### config.mk
export PLATFORM = sky130hd
export DESIGN_NAME = reg_wb_ctrl
export DESIGN_NICKNAME = d
export VERILOG_FILES = /design/src/rtl/reg_wb_ctrl.sv
export SDC_FILE = /design/constraint.sdc
export NUM_CORES = 1
export LEC_CHECK = 0
export ABC_CLOCK_PERIOD_IN_PS = 4800
export CAP_MARGIN = 0
export CORE_MARGIN = 2
export CORE_UTILIZATION = 43
export DETAILED_ROUTE_END_ITERATION = 12
export PLACE_DENSITY = 0.69
export RECOVER_POWER = 100
export SKIP_LAST_GASP = 1
export SYNTH_ARGS = -nofsm -noshare
export SYNTH_HDL_FRONTEND = slang
export SYNTH_SLANG_ARGS = --single-unit
### constraint.sdc
create_clock -name clk -period 4.8 [get_ports clk]
set_input_delay 1.44 -clock clk [delete_from_list [all_inputs] [get_ports clk]]
set_output_delay 1.44 -clock clk [all_outputs]
set_load 0.005 [all_outputs]
### src/rtl/reg_wb_ctrl.sv
// Writeback initiator: buffers ALU/load results in a FIFO and drains one per cycle to the
// register file write port. Define WB_FWD_EN to build the pending-write forwarding lookup.
module reg_wb_ctrl #(
    parameter int unsigned DATA_W = 64,
    parameter int unsigned ADDR_W = 5,
    parameter int unsigned DEPTH  = 4
) (
    input  logic                     clk,
    input  logic                     rst,
    input  logic                     alu_valid,
    input  logic [ADDR_W-1:0]        alu_rd,
    input  logic [DATA_W-1:0]        alu_data,
    output logic                     alu_ready,
    input  logic                     mem_valid,
    input  logic [ADDR_W-1:0]        mem_rd,
    input  logic [DATA_W-1:0]        mem_data,
    output logic                     mem_ready,
    input  logic                     wb_stall,
    output logic [ADDR_W-1:0]        write_reg,
    output logic [DATA_W-1:0]        write_data,
    output logic                     RegWrite,
    output logic [$clog2(DEPTH):0]   pending,
    input  logic [ADDR_W-1:0]        fwd_reg,
    output logic                     fwd_hit,
    output logic [DATA_W-1:0]        fwd_data
);

    localparam int unsigned PTR_W = $clog2(DEPTH);
    localparam int unsigned CNT_W = PTR_W + 1;

    logic [ADDR_W-1:0] rd_q   [DEPTH];
    logic [DATA_W-1:0] data_q [DEPTH];
    logic [PTR_W-1:0]  head_q, tail_q;
    logic [CNT_W-1:0]  count_q;

    logic              full, empty, push, pop;
    logic [ADDR_W-1:0] push_rd;
    logic [DATA_W-1:0] push_data;

    // full is taken from the registered count, so a same-cycle pop never frees a slot early
    assign full      = (count_q == CNT_W'(DEPTH));
    assign empty     = (count_q == '0);
    assign mem_ready = !full;
    assign alu_ready = !full && !mem_valid;
    assign push      = (mem_valid && mem_ready) || (alu_valid && alu_ready);
    assign pop       = !empty && !wb_stall;
    assign push_rd   = mem_valid ? mem_rd : alu_rd;
    assign push_data = mem_valid ? mem_data : alu_data;
    assign pending   = count_q;

    always_ff @(posedge clk) begin
        if (!rst) begin
            head_q     <= '0;
            tail_q     <= '0;
            count_q    <= '0;
            RegWrite   <= 1'b0;
            write_reg  <= '0;
            write_data <= '0;
        end else begin
            if (push) begin
                rd_q[tail_q]   <= push_rd;
                data_q[tail_q] <= push_data;
                tail_q         <= tail_q + PTR_W'(1);
            end
            if (pop) begin
                write_reg  <= rd_q[head_q];
                write_data <= data_q[head_q];
                head_q     <= head_q + PTR_W'(1);
            end
            RegWrite <= pop;
            count_q  <= count_q + CNT_W'(push) - CNT_W'(pop);
        end
    end

`ifdef WB_FWD_EN
    logic [PTR_W-1:0] fwd_idx;

    // Scan oldest to youngest so the last match seen is the newest pending write
    always_comb begin
        fwd_hit  = 1'b0;
        fwd_data = '0;
        fwd_idx  = '0;
        if (RegWrite && (write_reg == fwd_reg)) begin
            fwd_hit  = 1'b1;
            fwd_data = write_data;
        end
        for (int unsigned i = 0; i < DEPTH; i++) begin
            fwd_idx = head_q + PTR_W'(i);
            if ((CNT_W'(i) < count_q) && (rd_q[fwd_idx] == fwd_reg)) begin
                fwd_hit  = 1'b1;
                fwd_data = data_q[fwd_idx];
            end
        end
    end
`else
    logic unused_fwd_reg;
    assign unused_fwd_reg = ^fwd_reg;
    assign fwd_hit        = 1'b0;
    assign fwd_data       = '0;
`endif

endmodule

==> summary.txt, run 1 <==
Run status
  • Status: finished with violations
  • Violated checks: max-capacitance violations, max-slew violations

Timing
  • Fmax: 247 MHz
  • Final min period: slightly above 4000 ps
  • Period utilization: 0.844
  • Slew Viols, Final: ~220
  • RSZ-0062 raised after global routing: false
  • Endpoints failing hold: 0
  • Setup_tns: 0 ps
  • Final WS setup: 749 ps
  • Slew HR: -0.775
  • Final Skew: roughly 20 ps
  • Least-Margin Pin Slew: between 2000 and 3000 ps
  • Final setup violation count: 0

Synthesis
  • Gate Count Post-Synth: about 700
  • Library cells used by synthesis: 31
  • Syn Area/Cell: approximately 19 sq um
  • Synth Register Bits: roughly 350
  • Synth warnings: 0
  • Register area share after synthesis: 0.709
  • Mapped cell area: 13900 sq um

Critical path
  • CP required: 5040 ps
  • Crit end category: register
  • WS Path Type: input pin to register
  • RR Endpoint: write_data[21]
  • Critical-path top delay cell: clkbuf_1
  • Reg2reg start: head_q[0]
  • Critical Path AT: around 4300 ps
  • Critical Path Max Stage Delay: ~1900 ps
  • R2R depth: 3
  • R2R Setup Slk: 1350 ps
  • Worst Path Max Fanout: 47
  • Startpoint types: input pin
  • CP cell instances: buf_4, clkbuf_1, mux2_2

Clock network
  • CTS buffer count: 38
  • Post_cts resized: 0
  • Clock Latency Late Sink: between 500 and 600 ps
  • H-Tree Depth: 2
  • Clock Path Buffers: 3
  • CTS tree: yes
  • CTS hold repair buffers: 0
  • TritonCTS Sinks: 353
  • # Post-CTS Setup Buffers: 0
  • Reg clk slew, reported paths: around 60 ps
  • Root Buffer: clkbuf_16

Die
  • DIE AREA: around 34000 sq um
  • Core Region: ~32000 sq um
  • Die Y: about 180 um
  • # rows: 65
  • Die X: roughly 180 um
  • IO Count: between 200 and 300
  • Starting density of the core: 0.438

GRT
  • Vias in the first global route: between 7000 and 8000
  • M1 GR Usage: 0.191
  • Initial antenna violation count: 0
  • M3 GR Usage: 0.0240
  • Largest net degree at the start of global routing: 72
  • Routing usage on met2: 0.286
  • Total congestion overflow: 0
  • Top Usage Layer GRT: met2
  • First-pass GRT wire length: 40.7 mm
  • Gr usage total: 0.158

Placement
  • DP HPWL: approximately 16 mm
  • Dpl cell area: 16200 sq um
  • Placer Congestion: slightly above 0.7
  • Buffers added on ports: 217
  • Dpl ws: roughly 1000 ps
  • Dpl cells: 1302

Route
  • Final ANT Viol Nets: 0
  • Vias: 6997
  • Vias/cell: 5.11
  • DR iter-0 viols: 282
  • TritonRoute pass-1 iters: 4
  • Final WL: 26.0 mm
  • DRC errors left: 0
  • Avg WL per Cell: ~19 um

Pwr
  • Cell-internal power: 0.00625 W
  • PwrDens: ~480 nW/um^2
  • Logic pwr share: 0.181
  • Leakage power: 6.08 nW
  • IR drop worst, VDD: 0.220 mV
  • Clock network power share: 0.333
  • Sequential share of power: 0.486
  • Switching share of power: 0.242
  • Sw Pwr: roughly 0.002 W

Run
  • Max Cap Viol: 5

Cells and area
  • Fillers: between 2000 and 2500
  • Fin nets: ~1100
  • Top reg by flops: data_q
  • Register Area: between 9000 and 10000 sq um
  • Cell Count, Final, Fillers Out: between 1000 and 1500
  • Area growth from synthesis to layout: 24.9%
  • Largest register FFs: roughly 260
  • Design area: between 15000 and 20000 sq um
  • Diodes inserted: 0
  • Fraction of layout cells with a size suffix above 1: 0.143
  • Multi-input gate area: 3490 sq um
  • Top Registers: data_q (256), write_data (64), rd_q (20)

Worst hold path
  • Hold Crit Class: register to register
  • Hold depth: 1
  • Hold Startpoint: write_data[59]
  • Hold Crit Endpoint: write_data[59]
cells by family after synthesis:
kind of cell             after synthesis  synth area share
XOR/XNOR                               2           0.00126
multiplexers                         138             0.170
adder cells (fa/ha/maj)                7           0.00686
other                                  1          0.000271
AO/OA/AOI/OAI                         78            0.0472
AND/OR/NAND/NOR                       19           0.00885
flip-flops                           353             0.709
buffers and inverters                113            0.0562
worst max-delay path, delay by kind of cell:
| kind | cells | cell delay [ps] |
|---|---|---|
| buffers and inverters | 2 | 2220 |
| multiplexers | 1 | 520 |
routing by layer:
metal,up-vias,routed length (um)
li1,3187,-
met1,3505,10200
met2,260,13600
met3,45,1510
met4,0,585
met5,-,0
power groups by stage:
stage                     Clock (W)  Combinational [W]  Sequential (W)
after detailed placement          0            0.00161         0.00408
after floorplan                   0            0.00104         0.00397
after global routing        0.00294            0.00164         0.00406
after global placement            0            0.00159         0.00407
final                       0.00274            0.00150         0.00400
after CTS                   0.00282            0.00162         0.00402
cells in the mapped netlist:
library cell,number,area [sq um]
mux2_2,69,777
buf_6,9,101
o21ai_0,3,15.0
or3_1,1,6.26
xnor2_1,2,17.5
nor3_4,1,16.3
inv_2,1,3.75
nor3_2,1,10.0
o21a_1,1,7.51
or4_1,1,7.51
clkbuf_1,8,30.0
buf_4,65,488
or2_2,1,6.26
nor3b_1,1,7.51
and3_1,4,25.0
ha_1,6,75.1
dfxtp_1,77,1540
and2_1,3,18.8
fa_1,1,20.0
nor2_1,4,15.0
mux4_2,62,1400
a22o_1,69,604
buf_2,21,105
conb_1,1,3.75
o31ai_1,1,7.51
a21oi_1,4,20.0
inv_1,8,30.0
buf_12,1,20.0
edfxtp_1,276,8290
mux4_1,7,184
nand3_1,2,10.0
metrics by stage:
step	power, W	util	hold WS [ps]
2_1_floorplan	0.00501	-	466
3_3_place_gp	0.00566	0.512	460
3_5_place_dp	0.00569	0.512	465
4_1_cts	0.00846	0.549	481
5_1_grt	0.00864	0.547	483
6_report	0.00824	0.547	468
cells in the final DEF (no fill, tap or decap), types with 3 or more instances in the layout:
cell type,instances
a21oi_1,4
a22o_1,69
and3_1,3
buf_4,5
clkbuf_1,14
clkbuf_16,38
clkbuf_8,3
clkdlybuf4s50_1,138
clkinv_1,3
clkinv_2,8
conb_1,65
dfxtp_1,75
dlygate4sd3_1,78
edfxtp_1,276
ha_1,6
inv_1,8
inv_6,3
mux2_1,64
mux2_2,5
mux4_1,7
mux4_2,62
nor2_1,4
o21ai_0,3
worst max-delay path by stage:
| stage | from | endpoint | cells past startpoint |
|---|---|---|---|
| 6_report | mem_valid | data_q[3][55] | 3 |
| 5_1_grt | mem_valid | rd_q[2][2] | 3 |
| 4_1_cts | mem_valid | alu_ready | 3 |
| 3_5_place_dp | mem_valid | alu_ready | 3 |
| 3_3_place_gp | mem_valid | alu_ready | 3 |
| 2_1_floorplan | mem_valid | data_q[3][0] | 4 |
final cells by class:
class,count,share of cell area
sequential,353,0.568
clock inverter,17,0.00889
timing repair buffer,229,0.131
clock buffer,51,0.0595
multi-input combinational,309,0.202
inverter,9,0.00195
tap,402,0.0291
(Power assumes the default switching activity.)
==> inputs of run 2 (changes only) <==
ABC_CLOCK_PERIOD_IN_PS = 3730   (was 4800)
clock period = 3.73 ns   (was 4.8 ns; I/O delays follow)
==> run 2 against run 1 <==
The run still ends with max-capacitance violations, max-slew violations left. Power rose by 30%. Combinational power increased by 27%. First-iteration DRC count increased by 9.2%. Utilization increased by 0.24 points. Routed wire length is 0.37% higher. Flip-flop and latch count unchanged. Sequential share of layout area fell by 0.23 points. Worst setup slack lost 410 ps. Hold slack improved by 1.4 ps. Largest cell class unchanged.
==> summary.txt, run 2 (synthesis gave the netlist of run 1 again) <==
Die
  • Core Region: 31600 sq um (unchanged)
  • Starting density of the core: 0.438 (unchanged)
  • IO Count: 288 (unchanged)
  • Die Y: 184 um (unchanged)
  • # rows: 65 (unchanged)
  • Die X: 184 um (unchanged)
  • DIE AREA: 33700 sq um (unchanged)

Critical path
  • CP required: 2610 ps (-2430 ps)
  • R2R Setup Slk: 1140 ps (-210 ps)
  • WS Path Type: input pin to output port
  • Worst Path Max Fanout: 10 (-79%)
  • Reg2reg start: pending[2]
  • R2R depth: 5 (+2)
  • RR Endpoint: data_q[0][62]
  • Critical Path AT: 2280 ps (-2010 ps)
  • Startpoint types: input pin
  • Crit end category: output port

Cells and area
  • Diodes inserted: 0 (unchanged)
  • Area growth from synthesis to layout: 25.5%
  • Largest register FFs: 256 (unchanged)
  • Commonest non-fill, non-tap cell in the layout: edfxtp_1
  • Most frequent cells in the layout: edfxtp_1 (276), clkdlybuf4s50_1 (134), dlygate4sd3_1 (82), dfxtp_1 (75), a22o_1 (69)
  • Top Registers: data_q (256), write_data (64), rd_q (20)
  • Core Util, Final: 0.550 (+0.00237)
  • Fin nets: 1095 (unchanged)
  • Top reg by flops: data_q
  • Design area: 17400 sq um (+0.43%)
  • Fraction of layout cells with a size suffix above 1: 0.160 (+0.0174)

Clock network
  • CTS tree: yes
  • # Post-CTS Setup Buffers: 0 (unchanged)
  • Clock Latency Late Sink: 510 ps (about the same)
  • Root Buffer: clkbuf_16
  • H-Tree Depth: 2 (unchanged)
  • TritonCTS Sinks: 353 (unchanged)
  • Clock Path Buffers: 3 (unchanged)
  • Reg clk slew, reported paths: 60 ps (about the same)
  • CTS hold repair buffers: 0 (unchanged)
  • Post_cts resized: 0 (unchanged)
  • CTS buffer count: 37 (-2.6%)

Placement
  • Buffers added on ports: 217 (unchanged)
  • Placer Congestion: 0.719 (about the same)
  • DP HPWL: 15.0 mm (-4.3%)
  • Dpl cell area: 16300 sq um (+0.59%)

GRT
  • Total congestion overflow: 0 (unchanged)
  • Vias in the first global route: 7213 (-2.4%)
  • Gr usage total: 0.157 (-0.00102)
  • Initial antenna violation count: 0 (unchanged)
  • First-pass GRT wire length: 40.1 mm (-1.5%)
  • Largest net degree at the start of global routing: 72 (unchanged)

Run
  • Max Cap Viol: 1 (-4)

Pwr
  • Leakage power: 6.10 nW (+0.28%)
  • PwrDens: 615 nW/um^2 (+29%)
  • IR drop worst, VDD: 0.383 mV (+74%)
  • Post-route total power: 0.0107 W (+30%)

Timing
  • Slew Viols, Final: 64 (-71%)
  • Endpoints failing hold: 0 (unchanged)
  • Slew HR: -0.123 (+0.652)
  • Period utilization: 0.910
  • Fmax: between 200 and 300 MHz
  • Least-Margin Pin Slew: 1690 ps (-978 ps)
  • Final setup violation count: 0 (unchanged)
  • Final Skew: 22.2 ps (+2.61 ps)
  • Final min period: about 3400 ps
  • RSZ-0062 raised after global routing: false
  • Setup_tns: 0 ps (unchanged)

Route
  • Avg WL per Cell: 19.0 um (+0.29%)
  • DRC errors left: 0 (unchanged)
  • Final ANT Viol Nets: 0 (unchanged)
  • Vias/cell: 5.04 (-1.3%)
  • Vias: 6910 (-1.2%)
  • DR iter-0 viols: 308 (+9.2%)
  • TritonRoute pass-1 iters: 4 (unchanged)
  • Final WL: 26.1 mm (+0.37%)

Worst hold path
  • Hold Crit Class: register to register
  • Hold Crit Endpoint: write_reg[1]
  • Hold depth: 1 (unchanged)
  • Hold Startpoint: write_reg[1]

Run status
  • Violated checks: max-capacitance violations, max-slew violations
  • Status: finished with violations
-- run 2: report_power, final --
part | total (W) | switching, W | internal (W)
Clock | 0.00359 | 0.00144 | 0.00215
Combinational | 0.00191 | 0.000774 | 0.00113
Sequential | 0.00520 | 0.000349 | 0.00485
-- run 2: cell type report --
cell class                      instances  area [sq um]
Fill cell                            2492         14200
Tap cell                              402           503
Multi-Input combinational cell        309          3490
Timing Repair Buffer                  230          2320
Inverter                                9          33.8
Sequential cell                       353          9840
Clock inverter                         15           168
Clock buffer                           53          1030
-- run 2: how the worst max path moves through the flow --
stage	startpoint	to	slack, ps	depth (start not counted)
2_1_floorplan	mem_valid	data_q[3][0]	30	4
3_3_place_gp	wb_stall	pending[2]	450	9
3_5_place_dp	alu_valid	pending[2]	410	11
4_1_cts	pending[2]	mem_ready	510	3
5_1_grt	mem_valid	data_q[1][59]	200	3
6_report	mem_valid	alu_ready	330	3
-- run 2: routing by layer --
metal	global-route usage	vias to the layer above	share of wire
li1	-	3183	-
met1	0.185	3450	0.40
met2	0.290	239	0.53
met3	0.0283	38	0.051
met4	0.0467	0	0.024
met5	0	-	0
-- run 2: per-stage QoR --
stage | std cells | setup WS [ps] | hold slack (ps)
4_1_cts | 1371 | 508 | 480
3_5_place_dp | 1303 | 409 | 463
2_1_floorplan | 775 | 27.5 | 466
6_report | 1371 | 335 | 470
5_1_grt | 1371 | 197 | 484
3_3_place_gp | 1303 | 446 | 461
-- run 2: critical path: stages --
cell and delay (ps):
clkbuf_1 570, nor2_1 110, clkdlybuf4s50_1 470
